## config.mk

```make
export PLATFORM = sky130hd
export DESIGN_NAME = reg_bank_master_flat
export DESIGN_NICKNAME = d
export VERILOG_FILES = /design/src/rtl/reg_bank_pkg.sv /design/src/rtl/reg_bank_master_if.sv /design/src/rtl/reg_bank_rd_timer.sv /design/src/rtl/reg_bank_master.sv /design/src/flat_wrapper.sv
export SDC_FILE = /design/constraint.sdc
export NUM_CORES = 1
export LEC_CHECK = 0
export BUFFER_PORTS_ARGS = -buffer_cell sky130_fd_sc_hd__buf_4
export CORE_UTILIZATION = 44
export DETAILED_ROUTE_END_ITERATION = 16
export PLACE_DENSITY_LB_ADDON = 0.05
export SLEW_MARGIN = 25
export SYNTH_ARGS = -nofsm -noshare
export SYNTH_HDL_FRONTEND = slang
export SYNTH_HIERARCHICAL = 1
export SYNTH_SLANG_ARGS = --single-unit
```

## constraint.sdc

```tcl
create_clock -name clk -period 3.1 [get_ports clk]
set_input_delay 0 -clock clk [delete_from_list [all_inputs] [get_ports clk]]
set_output_delay 0 -clock clk [all_outputs]
set_load 0.005 [all_outputs]
```

## src/rtl/reg_bank_pkg.sv

```systemverilog
// Shared types and defaults for the register-bank bus master.
// Optional read-back verify: define REG_BANK_READBACK_VERIFY_EN.
package reg_bank_pkg;

  typedef enum logic [1:0] {
    IDLE  = 2'd0,
    WRITE = 2'd1,
    READ  = 2'd2,
    RESP  = 2'd3
  } state_e;

  localparam logic RW_WRITE = 1'b1;
  localparam logic RW_READ  = 1'b0;

  localparam int ADDR_W_DEF = 8;
  localparam int DATA_W_DEF = 16;
  localparam int CNT_W_DEF  = 16;
  localparam int RD_LAT_DEF = 1;
  localparam int RD_LAT_MAX = 15;
  localparam int TMR_W      = $clog2(16);

  // Timer preload: the last count cycle is the one where the counter reads 0.
  function automatic logic [TMR_W-1:0] lat_load(input int lat);
    return TMR_W'(lat - 1);
  endfunction

endpackage

```

## src/rtl/reg_bank_master_if.sv

```systemverilog
// Command, response and register-bank bus signals of the master.
// master: the initiator block; slave: sequencer + bank side.
interface reg_bank_master_if
  import reg_bank_pkg::*;
#(
  parameter int ADDR_W = ADDR_W_DEF,
  parameter int DATA_W = DATA_W_DEF
);

  logic              cmd_valid;
  logic              cmd_ready;
  logic              cmd_rw;
  logic [ADDR_W-1:0] cmd_addr;
  logic [DATA_W-1:0] cmd_wdata;

  logic              rsp_valid;
  logic              rsp_ready;
  logic              rsp_rw;
  logic [DATA_W-1:0] rsp_rdata;
  logic              rsp_err;

  logic [ADDR_W-1:0] address;
  logic [DATA_W-1:0] data_in;
  logic              rw;
  logic [DATA_W-1:0] data_out;

  modport master (
    input  cmd_valid, cmd_rw, cmd_addr, cmd_wdata,
    output cmd_ready,
    output rsp_valid, rsp_rw, rsp_rdata, rsp_err,
    input  rsp_ready,
    output address, data_in, rw,
    input  data_out
  );

  modport slave (
    output cmd_valid, cmd_rw, cmd_addr, cmd_wdata,
    input  cmd_ready,
    input  rsp_valid, rsp_rw, rsp_rdata, rsp_err,
    output rsp_ready,
    input  address, data_in, rw,
    output data_out
  );

endinterface

```

## src/rtl/reg_bank_rd_timer.sv

```systemverilog
// Loadable down-counter timing the bank read latency.
// done is high while the count sits at zero.
module reg_bank_rd_timer
  import reg_bank_pkg::*;
(
  input  logic             clk,
  input  logic             reset,
  input  logic             start,
  input  logic [TMR_W-1:0] load_val,
  output logic             done
);

  logic [TMR_W-1:0] cnt_q;
  logic [TMR_W-1:0] cnt_d;

  // Load on start, otherwise count down and park at zero.
  always_comb begin
    cnt_d = cnt_q;
    if (start) begin
      cnt_d = load_val;
    end else if (cnt_q != '0) begin
      cnt_d = cnt_q - 1'b1;
    end
  end

  // Counter register.
  always_ff @(posedge clk or posedge reset) begin
    if (reset) begin
      cnt_q <= '0;
    end else begin
      cnt_q <= cnt_d;
    end
  end

  assign done = (cnt_q == '0);

endmodule

```

## src/rtl/reg_bank_master.sv

```systemverilog
// Single-outstanding register-bank bus master (cmd -> bus -> rsp).
// Define REG_BANK_READBACK_VERIFY_EN to read back and compare every write.
module reg_bank_master
  import reg_bank_pkg::*;
#(
  parameter int ADDR_W       = ADDR_W_DEF,
  parameter int DATA_W       = DATA_W_DEF,
  parameter int READ_LATENCY = RD_LAT_DEF,
  parameter int CNT_W        = CNT_W_DEF
) (
  input  logic             clk,
  input  logic             reset,
  reg_bank_master_if.master bus,
  output logic             busy,
  output logic [CNT_W-1:0] txn_count
);

  localparam logic [TMR_W-1:0] TMR_LOAD = lat_load(READ_LATENCY);

  state_e state_q;
  state_e state_d;

  logic [ADDR_W-1:0] addr_q;
  logic [ADDR_W-1:0] addr_d;
  logic [DATA_W-1:0] wdata_q;
  logic [DATA_W-1:0] wdata_d;
  logic              rsp_rw_q;
  logic              rsp_rw_d;
  logic [DATA_W-1:0] rsp_rdata_q;
  logic [DATA_W-1:0] rsp_rdata_d;
  logic              rsp_err_q;
  logic              rsp_err_d;
  logic [CNT_W-1:0]  cnt_q;
  logic [CNT_W-1:0]  cnt_d;

  logic tmr_start;
  logic tmr_done;

  reg_bank_rd_timer u_rd_timer (
    .clk      (clk),
    .reset    (reset),
    .start    (tmr_start),
    .load_val (TMR_LOAD),
    .done     (tmr_done)
  );

  // Next-state and transaction bookkeeping.
  always_comb begin
    state_d     = state_q;
    addr_d      = addr_q;
    wdata_d     = wdata_q;
    rsp_rw_d    = rsp_rw_q;
    rsp_rdata_d = rsp_rdata_q;
    rsp_err_d   = rsp_err_q;
    cnt_d       = cnt_q;
    tmr_start   = 1'b0;
    unique case (state_q)
      IDLE: begin
        if (bus.cmd_valid) begin
          addr_d      = bus.cmd_addr;
          rsp_rw_d    = bus.cmd_rw;
          rsp_rdata_d = '0;
          rsp_err_d   = 1'b0;
          if (bus.cmd_rw == RW_WRITE) begin
            wdata_d = bus.cmd_wdata;
            state_d = WRITE;
          end else begin
            tmr_start = 1'b1;
            state_d   = READ;
          end
        end
      end
      WRITE: begin
`ifdef REG_BANK_READBACK_VERIFY_EN
        tmr_start = 1'b1;
        state_d   = READ;
`else
        state_d = RESP;
`endif
      end
      READ: begin
        if (tmr_done) begin
          rsp_rdata_d = bus.data_out;
`ifdef REG_BANK_READBACK_VERIFY_EN
          if (rsp_rw_q == RW_WRITE) begin
            rsp_err_d = (bus.data_out != wdata_q);
          end
`endif
          state_d = RESP;
        end
      end
      RESP: begin
        if (bus.rsp_ready) begin
          cnt_d   = cnt_q + 1'b1;
          state_d = IDLE;
        end
      end
      default: state_d = IDLE;
    endcase
  end

  // State and datapath registers; reset drops any in-flight command.
  always_ff @(posedge clk or posedge reset) begin
    if (reset) begin
      state_q     <= IDLE;
      addr_q      <= '0;
      wdata_q     <= '0;
      rsp_rw_q    <= 1'b0;
      rsp_rdata_q <= '0;
      rsp_err_q   <= 1'b0;
      cnt_q       <= '0;
    end else begin
      state_q     <= state_d;
      addr_q      <= addr_d;
      wdata_q     <= wdata_d;
      rsp_rw_q    <= rsp_rw_d;
      rsp_rdata_q <= rsp_rdata_d;
      rsp_err_q   <= rsp_err_d;
      cnt_q       <= cnt_d;
    end
  end

  assign bus.cmd_ready = (state_q == IDLE) && !reset;
  assign bus.rsp_valid = (state_q == RESP);
  assign bus.rsp_rw    = rsp_rw_q;
  assign bus.rsp_rdata = rsp_rdata_q;
  assign bus.rsp_err   = rsp_err_q;
  assign bus.address   = addr_q;
  assign bus.data_in   = wdata_q;
  assign bus.rw        = (state_q == WRITE);
  assign busy          = (state_q != IDLE);
  assign txn_count     = cnt_q;

endmodule

```

## src/flat_wrapper.sv

```systemverilog
// flat-port wrapper written by rule: the top's interface ports become plain ports
module reg_bank_master_flat import reg_bank_pkg::*;
#(
  parameter int ADDR_W       = ADDR_W_DEF,
  parameter int DATA_W       = DATA_W_DEF,
  parameter int READ_LATENCY = RD_LAT_DEF,
  parameter int CNT_W        = CNT_W_DEF
)
  (clk, reset, busy, txn_count, bus_cmd_valid, bus_cmd_rw, bus_cmd_addr, bus_cmd_wdata, bus_cmd_ready, bus_rsp_valid, bus_rsp_rw, bus_rsp_rdata, bus_rsp_err, bus_rsp_ready, bus_address, bus_data_in, bus_rw, bus_data_out);
  reg_bank_master_if #(.ADDR_W(ADDR_W), .DATA_W(DATA_W)) bus_i ();
  input  logic clk;
  input  logic reset;
  output logic busy;
  output logic [CNT_W-1:0] txn_count;
  input wire logic [$bits(bus_i.cmd_valid)-1:0] bus_cmd_valid;
  input wire logic [$bits(bus_i.cmd_rw)-1:0] bus_cmd_rw;
  input wire logic [$bits(bus_i.cmd_addr)-1:0] bus_cmd_addr;
  input wire logic [$bits(bus_i.cmd_wdata)-1:0] bus_cmd_wdata;
  output wire logic [$bits(bus_i.cmd_ready)-1:0] bus_cmd_ready;
  output wire logic [$bits(bus_i.rsp_valid)-1:0] bus_rsp_valid;
  output wire logic [$bits(bus_i.rsp_rw)-1:0] bus_rsp_rw;
  output wire logic [$bits(bus_i.rsp_rdata)-1:0] bus_rsp_rdata;
  output wire logic [$bits(bus_i.rsp_err)-1:0] bus_rsp_err;
  input wire logic [$bits(bus_i.rsp_ready)-1:0] bus_rsp_ready;
  output wire logic [$bits(bus_i.address)-1:0] bus_address;
  output wire logic [$bits(bus_i.data_in)-1:0] bus_data_in;
  output wire logic [$bits(bus_i.rw)-1:0] bus_rw;
  input wire logic [$bits(bus_i.data_out)-1:0] bus_data_out;
  assign bus_i.cmd_valid = bus_cmd_valid;
  assign bus_i.cmd_rw = bus_cmd_rw;
  assign bus_i.cmd_addr = bus_cmd_addr;
  assign bus_i.cmd_wdata = bus_cmd_wdata;
  assign bus_cmd_ready = bus_i.cmd_ready;
  assign bus_rsp_valid = bus_i.rsp_valid;
  assign bus_rsp_rw = bus_i.rsp_rw;
  assign bus_rsp_rdata = bus_i.rsp_rdata;
  assign bus_rsp_err = bus_i.rsp_err;
  assign bus_i.rsp_ready = bus_rsp_ready;
  assign bus_address = bus_i.address;
  assign bus_data_in = bus_i.data_in;
  assign bus_rw = bus_i.rw;
  assign bus_i.data_out = bus_data_out;
  reg_bank_master #(.ADDR_W(ADDR_W), .DATA_W(DATA_W), .READ_LATENCY(READ_LATENCY), .CNT_W(CNT_W)) u_core (.clk(clk), .reset(reset), .bus(bus_i), .busy(busy), .txn_count(txn_count));
endmodule
```

==> impl_results.md <==
* Die ar. at 0.006232 mm²
* Diodes inserted at 0
* Gate Count Post-Synth at 194
* Antenna Violating Nets Remaining at 0
* PostCTS Resize Cnt at 0
* Warnings from Yosys at 6
* Iteration count of the initial detailed-routing pass at 5
* Vias in the first global route at 2,016
* Total power at 3.261 mW
* Setup crit start kind: register
* Largest net degree at the start of global routing at 38
* Die height at 78.95 µm
* Hold Crit Class: in2async
* Final setup vio count at 0
* Netlist cell types at 27
* Setup TNS at 0 ns
* Starting Density at 0.4645
* Mapped Area at 0.002605 mm²
* # H-tree levels at 3
* Initial antenna violation count at 0
* Core footprint at 0.005608 mm²
* GRT Overall Usage at 0.2041
* Worst R2R End: u_core/u_rd_timer/cnt_q[3]$_DFFE_PP0P_
* Commonest non-fill, non-tap cell in the layout: buf_4
* Largest stage delay, worst path at 0.45 ns
* CP endpoint kind: register
* Clk_lat worst skew at 0.33 ns
* Tmin final at 2.057 ns
* Run status: completed
* Hold_ws at 0.1248 ns
* R2r worst-path depth at 6
* Via Count at 2,061
* Total CTS buffers at 9
* Fin. max-slew vios at 0
* Wire per inst at 13.58 µm
* Final Hold Violating Endpoints at 0
* Post-synthesis area per instance at 13.43 µm²
* Worst Skew at 0.008288 ns
* Vias per cell at 4.804
* CTS Buffer Depth at 2
* WL final at 5826 µm
* Initial DRC count at 88
* Remaining Overflow, GRT at 0
* Reg2Reg Setup Slack at 1.04 ns
* Cell Rows at 27
* Worst-path clk slew at 0.07 ns
* # DRC at 0
* Crit path DAT at 2.28 ns
* Commonest non-fill, non-tap cells in the layout: buf_4, dfrtp_1, dlygate4sd3_1
* FF-to-FF Start: u_core/state_q[0]$_DFFE_PP0P_
* Crit path buf inv count at 1
* Worst slew pin tran at 0.7677 ns
* Hpwl dp at 3864 µm
* Power per cell area at 793.8 mW/mm²
* Slowest-stage cell, CP: nor2_1
* Pleak at 2.075 nW
* Register Area at 0.001577 mm²
* Top Ports at 107
* Worst endpoint required time at 3.32 ns
* # fillers at 396
* Max-cap viol count at 0
* Die X at 78.95 µm
* CP cell instances: inv_1 > ha_1 > nand2_1 > nor2_1 > nor3_1 > a221o_1
* Slew HR at 0.4874
* Fmax at 0.4862 GHz
* CP top delay family: simple AND/OR/NAND/NOR gates
* Post-Route Utilization at 0.7325
* Clock Sinks at 63
* CTS tree: built
* Largest fanout on the critical path at 10
* WS Path Type: reg2reg
* #FFs+latches synth at 63
* Routability cong. at 0.7544
* Port Buffer Count at 105
* Seq/Total Area, Yosys at 0.6052
* Area occupied by multi-input gates at 982.2 µm²
* CTS root buf: clkbuf_8
* Worst vdd ir at 0.5538 mV
* P&R area growth vs syn at 57.68%
* Final period util at 0.6635
* RSZ-0062 raised after global routing: false
* Layout cell share with drive strength beyond 1 at 0.4286
* Final net count at 404
* First-pass GRT wire length at 9501 µm
repair_timing:
item | 4_1_cts | 5_1_grt
hold endpoints to repair | 82 | 0
setup buffers | 0 | 0
hold buffers | 43 | 0
layout make-up:
class                      count  area share
clock inverter                 3     0.01036
timing repair buffer         150      0.2997
inverter                       8    0.007310
tap                           72     0.02193
sequential                    63      0.3838
multi-input combinational    121      0.2391
clock buffer                  12     0.03777
power by group:
group | internal (mW) | switching [mW]
Clock | 0.410 | 0.293
Combinational | 0.759 | 0.484
Sequential | 1.12 | 0.191
layer usage:
metal / GRT usage / wire length (µm) / vias to the layer above
li1: - / - / 995
met1: 0.2441 / 2437 / 991
met2: 0.3365 / 2987 / 69
met3: 0.08046 / 341 / 6
met4: 0.06727 / 61 / 0
met5: 0 / 0 / -
worst max path at each step:
stage	start	to	cells after the start	slack [ns]
floorplan	u_core/state_q[0]$_DFFE_PP0P_	u_core/u_rd_timer/cnt_q[3]$_DFFE_PP0P_	7	1.33
CTS	u_core/state_q[0]$_DFFE_PP0P_	u_core/u_rd_timer/cnt_q[3]$_DFFE_PP0P_	6	1.06
global route	u_core/state_q[0]$_DFFE_PP0P_	u_core/u_rd_timer/cnt_q[3]$_DFFE_PP0P_	6	0.88
global placement	u_core/u_rd_timer/cnt_q[0]$_DFFE_PP0P_	u_core/bus.rsp_rdata[2]$_DFFE_PP0P_	6	1.05
finish	u_core/state_q[0]$_DFFE_PP0P_	u_core/u_rd_timer/cnt_q[3]$_DFFE_PP0P_	6	1.04
detailed placement	u_core/state_q[0]$_DFFE_PP0P_	u_core/u_rd_timer/cnt_q[3]$_DFFE_PP0P_	6	1.05
cells in the mapped netlist:
| cell | n | area share |
|---|---|---|
| a221o_1 | 1 | 0.0038 |
| a22o_1 | 16 | 0.054 |
| a31oi_1 | 1 | 0.0024 |
| and3_1 | 5 | 0.012 |
| and4_1 | 1 | 0.0034 |
| buf_2 | 4 | 0.0077 |
| buf_4 | 1 | 0.0029 |
| clkbuf_1 | 1 | 0.0014 |
| conb_1 | 1 | 0.0014 |
| dfrtp_1 | 63 | 0.61 |
| ha_1 | 6 | 0.029 |
| inv_1 | 8 | 0.012 |
| mux2_2 | 28 | 0.12 |
| mux2i_1 | 1 | 0.0038 |
| nand2_1 | 11 | 0.016 |
| nand2b_1 | 3 | 0.0072 |
| nand3_1 | 8 | 0.015 |
| nand3_2 | 1 | 0.0038 |
| nand4_1 | 2 | 0.0048 |
| nor2_1 | 7 | 0.010 |
| nor3_1 | 2 | 0.0038 |
| nor3b_1 | 1 | 0.0029 |
| nor3b_4 | 2 | 0.014 |
| o211ai_1 | 1 | 0.0029 |
| o21ai_0 | 3 | 0.0058 |
| xnor2_1 | 11 | 0.037 |
| xor2_1 | 5 | 0.017 |
worst reg2reg max path: stages, from the launching register on:
cell and delay (ns):
dfrtp_1 0.42, inv_1 0.09, ha_1 0.26, nand2_1 0.32
nor2_1 0.45, nor3_1 0.09, a221o_1 0.32
stage by stage:
| stage | setup slack, ns | cell area (µm²) | cells |
|---|---|---|---|
| 3_5_place_dp | 1.049 | 3480 | 371 |
| 5_1_grt | 0.8753 | 4108 | 429 |
| 6_report | 1.043 | 4108 | 429 |
| 3_3_place_gp | 1.050 | 3475 | 370 |
| 2_1_floorplan | 1.326 | 2620 | 198 |
| 4_1_cts | 1.059 | 4108 | 429 |
state kept, by name, summed over array words and instances (netlist names):
| signal | count |
|---|---|
| u_core/bus.address | 8 |
| u_core/bus.data_in | 16 |
| u_core/bus.rsp_rdata | 16 |
| u_core/bus.rsp_rw | 1 |
| u_core/state_q | 2 |
| u_core/txn_count | 16 |
| u_core/u_rd_timer/cnt_q | 4 |
cell families after synthesis:
family / share of synthesized area
compound gates: 0.06868
fa+ha+maj: 0.02882
xor+xnor: 0.05379
simple gates: 0.09367
flops: 0.6052
mux: 0.1249
other cells: 0.001440
buf+inv: 0.02354
(Power assumes the default switching activity.)
